[config.mk]
export PLATFORM = sky130hd
export DESIGN_NAME = palette_write_arbiter
export DESIGN_NICKNAME = d
export VERILOG_FILES = /design/src/rtl/palette_pkg.sv /design/src/rtl/rr_arbiter2.sv /design/src/rtl/palette_write_arbiter.sv
export SDC_FILE = /design/constraint.sdc
export NUM_CORES = 1
export LEC_CHECK = 0
export CAP_MARGIN = 40
export CORE_MARGIN = 2
export CORE_UTILIZATION = 23
export CTS_BUF_LIST = sky130_fd_sc_hd__clkbuf_4 sky130_fd_sc_hd__clkbuf_8 sky130_fd_sc_hd__clkbuf_16
export DETAILED_ROUTE_END_ITERATION = 10
export DONT_BUFFER_PORTS = 1
export PLACE_DENSITY = 0.37
export SYNTH_ARGS = -nofsm -noshare
export SYNTH_HDL_FRONTEND = slang
export SYNTH_HIERARCHICAL = 1
export SYNTH_SLANG_ARGS = --single-unit
[constraint.sdc]
create_clock -name clk -period 7.2 [get_ports clk]
set_input_delay 1.44 -clock clk [delete_from_list [all_inputs] [get_ports clk]]
set_output_delay 1.44 -clock clk [all_outputs]
set_load 0.01 [all_outputs]
[src/rtl/palette_pkg.sv]
`default_nettype none
// ============================================================================
//  Module      : palette_pkg
//  Description : Shared types, widths and helpers for the palette write path.
//                Holds the sequencer state encoding, the palette memory port
//                widths, the colour type and the colour-to-word split helpers.
//  Revision    : 1.0  initial release
// ============================================================================
package palette_pkg;

    localparam int PAL_ADDR_W  = 8;
    localparam int PAL_DATA_W  = 16;
    localparam int PAL_COLOR_W = 24;

    typedef logic [PAL_COLOR_W-1:0] pal_color_t;

    // Encoding reflects the write currently presented on the memory port.
    typedef enum logic [2:0] {
        ST_IDLE    = 3'd0,
        ST_WR_LO   = 3'd1,
        ST_WR_HI   = 3'd2,
        ST_FILL_LO = 3'd3,
        ST_FILL_HI = 3'd4
    } pal_wr_state_t;

    // Low word: green and blue bytes, written at the even address.
    function automatic logic [PAL_DATA_W-1:0] pal_lo_word(input pal_color_t c);
        return c[15:0];
    endfunction

    // High word: red byte zero-extended, written at the odd address.
    function automatic logic [PAL_DATA_W-1:0] pal_hi_word(input pal_color_t c);
        return {8'h00, c[23:16]};
    endfunction

endpackage
`default_nettype wire

[src/rtl/rr_arbiter2.sv]
`default_nettype none
// ============================================================================
//  Module      : rr_arbiter2
//  Description : Two-way round-robin grant. A single pointer bit names the
//                requester that wins a tie; on every advance the pointer moves
//                to the requester that was not granted.
//  Ports       : clk, reset (sync, active-high)
//                i_req[1:0]   request vector (0 = CPU, 1 = DMA)
//                i_advance    a grant was consumed this cycle
//                o_gnt[1:0]   one-hot (or zero) combinational grant
//  Revision    : 1.0  initial release
// ============================================================================
module rr_arbiter2 (
    input  logic       clk,
    input  logic       reset,
    input  logic [1:0] i_req,
    input  logic       i_advance,
    output logic [1:0] o_gnt
);

    // 0: requester 0 wins a tie, 1: requester 1 wins a tie.
    logic r_ptr;

    assign o_gnt[0] = i_req[0] & (~i_req[1] | ~r_ptr);
    assign o_gnt[1] = i_req[1] & (~i_req[0] |  r_ptr);

    always_ff @(posedge clk) begin
        if (reset) begin
            r_ptr <= 1'b0;
        end else if (i_advance) begin
            r_ptr <= o_gnt[0];
        end
    end

endmodule
`default_nettype wire

[src/rtl/palette_write_arbiter.sv]
`default_nettype none
// ============================================================================
//  Module      : palette_write_arbiter
//  Description : Sequences every write into the palette memory. CPU and DMA
//                requests share the single write port through a round-robin
//                arbiter; a fill engine can overwrite all entries. Each 24-bit
//                colour becomes two back-to-back 16-bit writes: low word at
//                {index,0}, high byte at {index,1}.
//  Config      : PAL_WRITE_WINDOW_EN - adds pal_write_window; acceptance of
//                requests and fill_start is allowed only while it is high,
//                and a running fill pauses between entries while it is low.
//  Ports       : clk, reset (sync, active-high)
//                cpu_valid/cpu_ready/cpu_index/cpu_color  CPU request channel
//                dma_valid/dma_ready/dma_index/dma_color  DMA request channel
//                fill_start/fill_color/fill_done          fill engine control
//                busy                                     sequencer not idle
//                pal_write_addr/data/enable               memory write port
//                pal_write_window                         (optional) gate
//  Revision    : 1.0  initial release
// ============================================================================
module palette_write_arbiter
    import palette_pkg::*;
#(
    parameter int INDEX_W = 7,
    parameter int COLOR_W = 24
) (
    input  logic                   clk,
    input  logic                   reset,
    input  logic                   cpu_valid,
    output logic                   cpu_ready,
    input  logic [INDEX_W-1:0]     cpu_index,
    input  logic [COLOR_W-1:0]     cpu_color,
    input  logic                   dma_valid,
    output logic                   dma_ready,
    input  logic [INDEX_W-1:0]     dma_index,
    input  logic [COLOR_W-1:0]     dma_color,
    input  logic                   fill_start,
    input  logic [COLOR_W-1:0]     fill_color,
    output logic                   fill_done,
    output logic                   busy,
`ifdef PAL_WRITE_WINDOW_EN
    input  logic                   pal_write_window,
`endif
    output logic [PAL_ADDR_W-1:0]  pal_write_addr,
    output logic [PAL_DATA_W-1:0]  pal_write_data,
    output logic                   pal_write_enable
);

    localparam logic [INDEX_W-1:0] c_LAST_IDX = '1;

    pal_wr_state_t          r_state;
    logic [INDEX_W-1:0]     r_idx;
    logic [INDEX_W-1:0]     r_cnt;
    pal_color_t             r_color;
    logic                   r_fill_done;
    logic                   r_wr_en;
    logic [PAL_ADDR_W-1:0]  r_wr_addr;
    logic [PAL_DATA_W-1:0]  r_wr_data;

    logic                   w_window;
    logic                   w_idle;
    logic                   w_accept_fill;
    logic                   w_arb_en;
    logic [1:0]             w_req;
    logic [1:0]             w_gnt;
    logic [INDEX_W-1:0]     w_cnt_next;

`ifdef PAL_WRITE_WINDOW_EN
    assign w_window = pal_write_window;
`else
    assign w_window = 1'b1;
`endif

    function automatic logic [PAL_ADDR_W-1:0] mk_addr(input logic [INDEX_W-1:0] idx,
                                                      input logic             hi);
        return PAL_ADDR_W'({idx, hi});
    endfunction

    // Reset is folded in so both readies read 0 while reset is asserted.
    assign w_idle        = (r_state == ST_IDLE) && !reset;
    assign w_accept_fill = w_idle && w_window && fill_start;
    // A fill request shadows both requesters for the cycle it is accepted.
    assign w_arb_en      = w_idle && w_window && !fill_start;
    assign w_req         = {dma_valid & w_arb_en, cpu_valid & w_arb_en};
    assign w_cnt_next    = r_cnt + 1'b1;

    // Requests are pre-masked, so any grant is a real transfer.
    rr_arbiter2 u_rr (
        .clk       (clk),
        .reset     (reset),
        .i_req     (w_req),
        .i_advance (|w_gnt),
        .o_gnt     (w_gnt)
    );

    assign cpu_ready        = w_gnt[0];
    assign dma_ready        = w_gnt[1];
    assign busy             = (r_state != ST_IDLE);
    assign fill_done        = r_fill_done;
    assign pal_write_enable = r_wr_en;
    assign pal_write_addr   = r_wr_addr;
    assign pal_write_data   = r_wr_data;

    // Outputs for the next state are computed on the transition edge so that
    // the write port always shows the write belonging to the current state.
    always_ff @(posedge clk) begin
        if (reset) begin
            r_state     <= ST_IDLE;
            r_idx       <= '0;
            r_cnt       <= '0;
            r_color     <= '0;
            r_fill_done <= 1'b0;
            r_wr_en     <= 1'b0;
            r_wr_addr   <= '0;
            r_wr_data   <= '0;
        end else begin
            r_fill_done <= 1'b0;
            r_wr_en     <= 1'b0;
            case (r_state)
                ST_IDLE: begin
                    if (w_accept_fill) begin
                        r_state   <= ST_FILL_LO;
                        r_cnt     <= '0;
                        r_color   <= fill_color;
                        r_wr_en   <= 1'b1;
                        r_wr_addr <= mk_addr('0, 1'b0);
                        r_wr_data <= pal_lo_word(fill_color);
                    end else if (w_gnt[0]) begin
                        r_state   <= ST_WR_LO;
                        r_idx     <= cpu_index;
                        r_color   <= cpu_color;
                        r_wr_en   <= 1'b1;
                        r_wr_addr <= mk_addr(cpu_index, 1'b0);
                        r_wr_data <= pal_lo_word(cpu_color);
                    end else if (w_gnt[1]) begin
                        r_state   <= ST_WR_LO;
                        r_idx     <= dma_index;
                        r_color   <= dma_color;
                        r_wr_en   <= 1'b1;
                        r_wr_addr <= mk_addr(dma_index, 1'b0);
                        r_wr_data <= pal_lo_word(dma_color);
                    end
                end
                // The high half always follows, whatever the window does.
                ST_WR_LO: begin
                    r_state   <= ST_WR_HI;
                    r_wr_en   <= 1'b1;
                    r_wr_addr <= mk_addr(r_idx, 1'b1);
                    r_wr_data <= pal_hi_word(r_color);
                end
                ST_WR_HI: begin
                    r_state <= ST_IDLE;
                end
                ST_FILL_LO: begin
                    r_state   <= ST_FILL_HI;
                    r_wr_en   <= 1'b1;
                    r_wr_addr <= mk_addr(r_cnt, 1'b1);
                    r_wr_data <= pal_hi_word(r_color);
                end
                // Last entry ends the fill without wrapping the counter.
                // Otherwise a closed window parks here with the port idle.
                ST_FILL_HI: begin
                    if (r_cnt == c_LAST_IDX) begin
                        r_state     <= ST_IDLE;
                        r_fill_done <= 1'b1;
                    end else if (w_window) begin
                        r_state   <= ST_FILL_LO;
                        r_cnt     <= w_cnt_next;
                        r_wr_en   <= 1'b1;
                        r_wr_addr <= mk_addr(w_cnt_next, 1'b0);
                        r_wr_data <= pal_lo_word(r_color);
                    end
                end
                default: begin
                    r_state <= ST_IDLE;
                end
            endcase
        end
    end

endmodule
`default_nettype wire

==> impl_results.md, run 1 <==
* Status: finished, final reports clean
* Hold Crit Class: flip-flop to flip-flop
* Mapped Cells at 456
* CP Buf/Inv Count at 2
* Commonest non-fill, non-tap cells in the layout: dfxtp_1 (68), nand2_1 (44), o211ai_1 (41)
* Met1 usage at 21.3%
* Final Cycle Share at 57.2%
* Rel. slew slack at 46.0%
* DR pass1 iterations at 4
* Minimum clock period at 4.12 ns
* Commonest non-fill, non-tap cell in the layout: dfxtp_1
* Grt peak-use layer: met2
* Final WL at 14000 um
* Slew Limit Fails at 0
* Post-synthesis sequential area ratio at 34.8%
* Switching Share at 31.2%
* CTS tree: done
* Power per cell area at 247 mW/mm^2
* Syn Nets at 548
* TritonCTS buffer count at 9
* Post-Synthesis Cell Area at 0.00391 mm^2
* HP Start: r_color[1]
* Area post-placement at 0.00416 mm^2
* TNS Setup at 0 ns
* Mapped Avg Cell Area at 8.57 um^2
* Root Driver: clkbuf_16
* Full die area at 0.0181 mm^2
* WHS Path Cells at 2
* Endpoints failing setup at 0
* Max Fanout on Critical Path at 20
* Overall power at 1.10 mW
* Clk_lat worst skew at 0.34 ns
* WHS at 0.445 ns
* Ys flop type: dfxtp_1
* Hold Fails Final Rpt at 0
* First-pass GRT wire length at 21400 um
* Post-CTS setup buffers at 0
* CP startpoint kind: flip-flop
* Data required time at the worst endpoint at 7.48 ns
* Critical path class: flip-flop to flip-flop
* Worst R2R Path Depth at 9
* Die W at 134 um
* Via density at 5.28
* Delay-heaviest family, CP: simple AND/OR/NAND/NOR gates
* DP Wirelength at 9540 um
* ANT nets after route at 0
* Initial drt markers at 215
* Worst Hold Path EP: r_color[1]
* Sequential share of power at 41.7%
* Largest net degree at the start of global routing at 51
* RSZ-0062 raised after global routing: no
* Static Leak at 1.31 nW
* Post-cts hold buffer count at 0
* Reg clk slew, reported paths at 0.06 ns
* Initial antenna violation count at 0
* CP endpoint kind: flip-flop
* Async SR Flop Fraction at 0%
* Via count at 3481
* Share of cells above drive strength 1 at 15.7%
* R2R setup slack at 3.08 ns
* Die Ht at 134 um
* Clk sink count at 68
* Crit path DAT at 4.40 ns
* Starting Density at 23.6%
* Worst-margin pin slew at 0.810 ns
* Worst r2r dst: r_color[4]
* Routed len/inst at 21.2 um
* Sw Pwr at 0.342 mW
* Grt total ovfl at 0
* Clk buf depth at 2
* Pint at 0.754 mW
* Remaining DRCs at 0
* Power share of the combinational group at 19.6%
* Critical R2R Launch: r_state[2]
* Critical-path cell list: nor3_4 -> inv_1 -> nor4b_1 -> a21boi_0 -> nor2_2 -> clkinv_1 -> o21ai_1 -> nand2_1 -> a21oi_1
* Peak supply drop at 0.106 mV
* I/O Buffers at 0
* Fill count at 1819
* Util after Layout at 26.8%
* Number of max-cap violations at 0
* Met2 Usage GRT at 24.6%
* Core area at 0.0166 mm^2
* Post-synth EDFFs at 0
* GR Layer Usage met3 at 5.18%
* Gpl congestion at 0.765
* Post-synth cell types at 54
* Number of global-route vias before repair at 3431
* Cell area after layout at 0.00444 mm^2
* Clk_skew at 0.00524 ns
* Clock power share at 38.8%
* Slowest cell on the critical path: o21ai_1
* # diodes at 0
* Rows at 47
* Area growth syn-to-layout at 13.5%
* Fmax at 0.243 GHz
* Ys Warns at 6
* I/O Pins at 120
* Post_cts resized at 0
* Seq cells post-synth at 68
* Nets@finish at 526
* Slowest stage delay, CP at 0.81 ns
* GRT Overall Usage at 15.8%
* Number of H-tree levels at 3
## through the flow
step | cells | setup WS (ns)
finish | 659 | 3.08
global placement | 637 | 2.54
CTS | 659 | 3.02
global route | 659 | 2.72
detailed placement | 643 | 2.78
floorplan | 456 | 3.32
## worst max-delay path by stage
stage | startpoint | to | cells past startpoint
2_1_floorplan | reset | dma_ready | 3
3_3_place_gp | r_state[2] | pal_write_data[3] | 8
3_5_place_dp | fill_start | r_color[4] | 7
4_1_cts | r_state[2] | r_color[4] | 9
5_1_grt | r_state[2] | r_color[4] | 9
6_report | r_state[2] | r_color[4] | 9
## cell type report
| class | count | area, um^2 | area share, % |
|---|---|---|---|
| clock buffers | 14 | 269 | 6.06 |
| clock inverters | 2 | 10.0 | 0.226 |
| inverters | 6 | 22.5 | 0.508 |
| multi-input cells | 336 | 2350 | 53.1 |
| flip-flops and latches | 68 | 1360 | 30.7 |
| well taps | 220 | 275 | 6.20 |
| repair buffers | 13 | 144 | 3.24 |
## per-layer routing
layer	up-vias	wire, um	share of wire [%]
li1	1702	-	-
met1	1653	6500	46
met2	118	6400	46
met3	8	971	6.9
met4	0	129	0.92
met5	-	0	0
## registers in the layout, indices dropped and copies added, names as in the netlist
name / flops
fill_done: 1
pal_write_addr: 8
pal_write_data: 16
pal_write_enable: 1
r_cnt: 7
r_color: 24
r_idx: 7
r_state: 3
u_rr/r_ptr: 1
## Yosys cell counts, types with 5 or more instances
| library cell | instances | area share [%] |
|---|---|---|
| a211oi_1 | 6 | 1.2 |
| a21oi_1 | 38 | 4.9 |
| a22oi_1 | 10 | 1.9 |
| a31oi_2 | 17 | 5.4 |
| buf_2 | 11 | 1.4 |
| clkbuf_1 | 27 | 2.6 |
| dfxtp_1 | 68 | 35 |
| inv_1 | 5 | 0.48 |
| mux2i_1 | 32 | 8.2 |
| nand2_1 | 45 | 4.3 |
| nand3_1 | 23 | 2.9 |
| nor2_1 | 18 | 1.7 |
| o211ai_1 | 41 | 7.9 |
| o21ai_0 | 21 | 2.7 |
| o41ai_1 | 20 | 4.5 |
## cells by family after synthesis
family | share of synthesized area (%)
simple gates | 15.0
xor+xnor | 0.672
buf+inv | 6.11
fa+ha+maj | 0.320
flops | 34.8
compound gates | 33.8
mux | 9.34
## worst register-to-register path, delay by kind of cell (launching register included)
| kind | cells | cell delay, ns |
|---|---|---|
| AO/OA/AOI/OAI | 3 | 1.26 |
| buffers and inverters | 2 | 0.88 |
| flip-flops | 1 | 0.47 |
| AND/OR/NAND/NOR | 4 | 1.44 |
## power by group through the flow
stage	combinational [mW]	clock, mW	sequential [mW]
after CTS	0.217	0.439	0.458
final	0.214	0.425	0.457
after detailed placement	0.217	0	0.466
after global routing	0.238	0.454	0.461
after floorplan	0.168	0	0.449
after global placement	0.203	0	0.466
(Power assumes the default switching activity.)
==> inputs of run 2 (changes only) <==
clock period = 3.9 ns   (was 7.2 ns; I/O delays follow)
==> run 2 against run 1 <==
Die area unchanged. Setup slack got worse by 2.5 ns. Clock skew increased by 0.0015 ns. Sequential power increased by 84%. Final cell count increased by 0.15%. Sequential share of layout area decreased by 0.33 points. Core utilization increased by 0.29 points. Critical endpoint is now cpu_ready.
==> impl_results.md, run 2 (same netlist as run 1, synthesis figures left out) <==
* Hold Fails Final Rpt at 0 (unchanged)
* Clk_lat worst skew at 0.34 ns (about the same)
* Final WL at 14100 um (+1.1%)
* First-pass GRT wire length at 21600 um (+0.77%)
* Reg clk slew, reported paths at 0.06 ns (about the same)
* Number of global-route vias before repair at 3461 (+0.87%)
* Die Ht at 134 um (unchanged)
* I/O Pins at 120 (unchanged)
* Commonest non-fill, non-tap cells in the layout: dfxtp_1 (68), nand2_1 (44), o211ai_1 (41)
* Nets@finish at 528 (+0.38%)
* GRT Overall Usage at 15.9% (+0.10 points)
* Critical-path cell list: nor3_4 -> inv_1 -> buf_4 -> nor4b_1 -> a21boi_4 -> buf_4
* CP endpoint kind: output pin
* Via density at 5.38 (+1.9%)
* R2R setup slack at 0.65 ns (-2.43 ns)
* Post_cts resized at 0 (unchanged)
* Non-Filler Instances at 660 (+0.15%)
* Slowest cell on the critical path: buf_4
* Overall power at 2.20 mW (+100%)
* Cell count after placement at 645 (+0.31%)
* Cell area after layout at 0.00449 mm^2 (+1.1%)
* Via count at 3551 (+2.0%)
* Top reg by flops: r_color
* Initial drt markers at 219 (+1.9%)
* Hold Crit Class: flip-flop to flip-flop
* Status: finished, final reports clean
* Crit path DAT at 2.56 ns (-1.84 ns)
* Endpoints failing setup at 0 (unchanged)
* ANT nets after route at 0 (unchanged)
* TritonCTS buffer count at 9 (unchanged)
* Gpl congestion at 0.795 (+3.9%)
* Area growth syn-to-layout at 14.7%
* Core area at 0.0166 mm^2 (unchanged)
* Area post-placement at 0.00414 mm^2 (-0.39%)
* Post-CTS setup buffers at 0 (unchanged)
* Root Driver: clkbuf_16
* Peak supply drop at 0.212 mV (+100%)
* Share of cells above drive strength 1 at 15.9% (+0.19 points)
* CP startpoint kind: flip-flop
* Final Cycle Share at 85.6%
* Initial antenna violation count at 1 (+1)
* Clk buf depth at 2 (unchanged)
* Number of max-cap violations at 0 (unchanged)
* Rows at 47 (unchanged)
* Fill count at 1802 (-0.93%)
* Critical path class: flip-flop to output pin
* Clk sink count at 68 (unchanged)
* Worst-margin pin slew at 0.850 ns (+0.0406 ns)
* Max FFs per register at 24 (unchanged)
* Clk_skew at 0.00674 ns (+0.00150 ns)
* Die W at 134 um (unchanged)
* # diodes at 0 (unchanged)
* Full die area at 0.0181 mm^2 (unchanged)
* CTS tree: done
* Slew Limit Fails at 0 (unchanged)
* Remaining DRCs at 0 (unchanged)
* Starting Density at 23.6% (unchanged)
* CP most frequent cell: buf_4
* DR pass1 iterations at 5 (+1)
* Max Fanout on Critical Path at 33 (+65%)
* Commonest non-fill, non-tap cell in the layout: dfxtp_1
* I/O Buffers at 0 (unchanged)
* Data required time at the worst endpoint at 3.12 ns (-4.36 ns)
* RSZ-0062 raised after global routing: no
* Rel. slew slack at 43.3% (-2.7 points)
* Post-cts hold buffer count at 0 (unchanged)
* Routed len/inst at 21.4 um (+0.93%)
* Worst R2R Path Depth at 8 (-1)
* Static Leak at 1.33 nW (+1.5%)
* DP Wirelength at 9440 um (-1.0%)
* Util after Layout at 27.0% (+0.29 points)
* WHS Path Cells at 2 (unchanged)
* Power per cell area at 491 mW/mm^2 (+99%)
* Largest net degree at the start of global routing at 51 (unchanged)
* Slowest stage delay, CP at 0.53 ns (-0.28 ns)
* Minimum clock period at 3.34 ns
* TNS Setup at 0 ns (unchanged)
* Fmax at 0.300 GHz
* Number of H-tree levels at 3 (unchanged)
* Grt total ovfl at 0 (unchanged)
[run 2: cell type report]
class	count	area, um^2	area share, %
tap	220	275	6.14
timing repair buffer	15	128	2.85
clock buffer	11	246	5.50
clock inverter	4	97.6	2.18
inverter	6	22.5	0.502
sequential	68	1360	30.3
multi-input combinational	336	2350	52.5
[run 2: path summary, 6_finish.rpt]
kind,startpoint,to
hold reg to reg,r_color[5],r_color[5]
setup / recovery,r_state[2],cpu_ready
hold / removal,r_color[5],r_color[5]
setup reg to reg,r_state[2],pal_write_addr[5]
[run 2: power by group]
group | switching, mW | leakage, nW | internal [mW]
clock | 0.320 | 0.165 | 0.646
combinational | 0.248 | 0.605 | 0.147
sequential | 0.0750 | 0.558 | 0.766
total | 0.643 | 1.33 | 1.56
[run 2: worst max-delay path: cells and delay by family (launching register included)]
kind / cells / cell delay [ns]
simple gates: 2 / 0.65
compound gates: 1 / 0.25
buf+inv: 3 / 0.83
flops: 1 / 0.47
[run 2: metrics by stage]
stage                     setup slack (ns)  hold slack [ns]
final                                0.563            0.448
after global routing                 0.321            0.460
after CTS                            0.503            0.446
after detailed placement             0.594            0.437
after global placement               0.621            0.432
after floorplan                      0.770            0.432
[run 2: routing by layer]
metal	GRT usage (%)	up-vias	share of wire, %
met2	26.0	119	46
met5	0	-	0.11
met3	4.91	15	7.3
met1	20.6	1707	45
met4	3.68	2	1.0
li1	-	1708	-
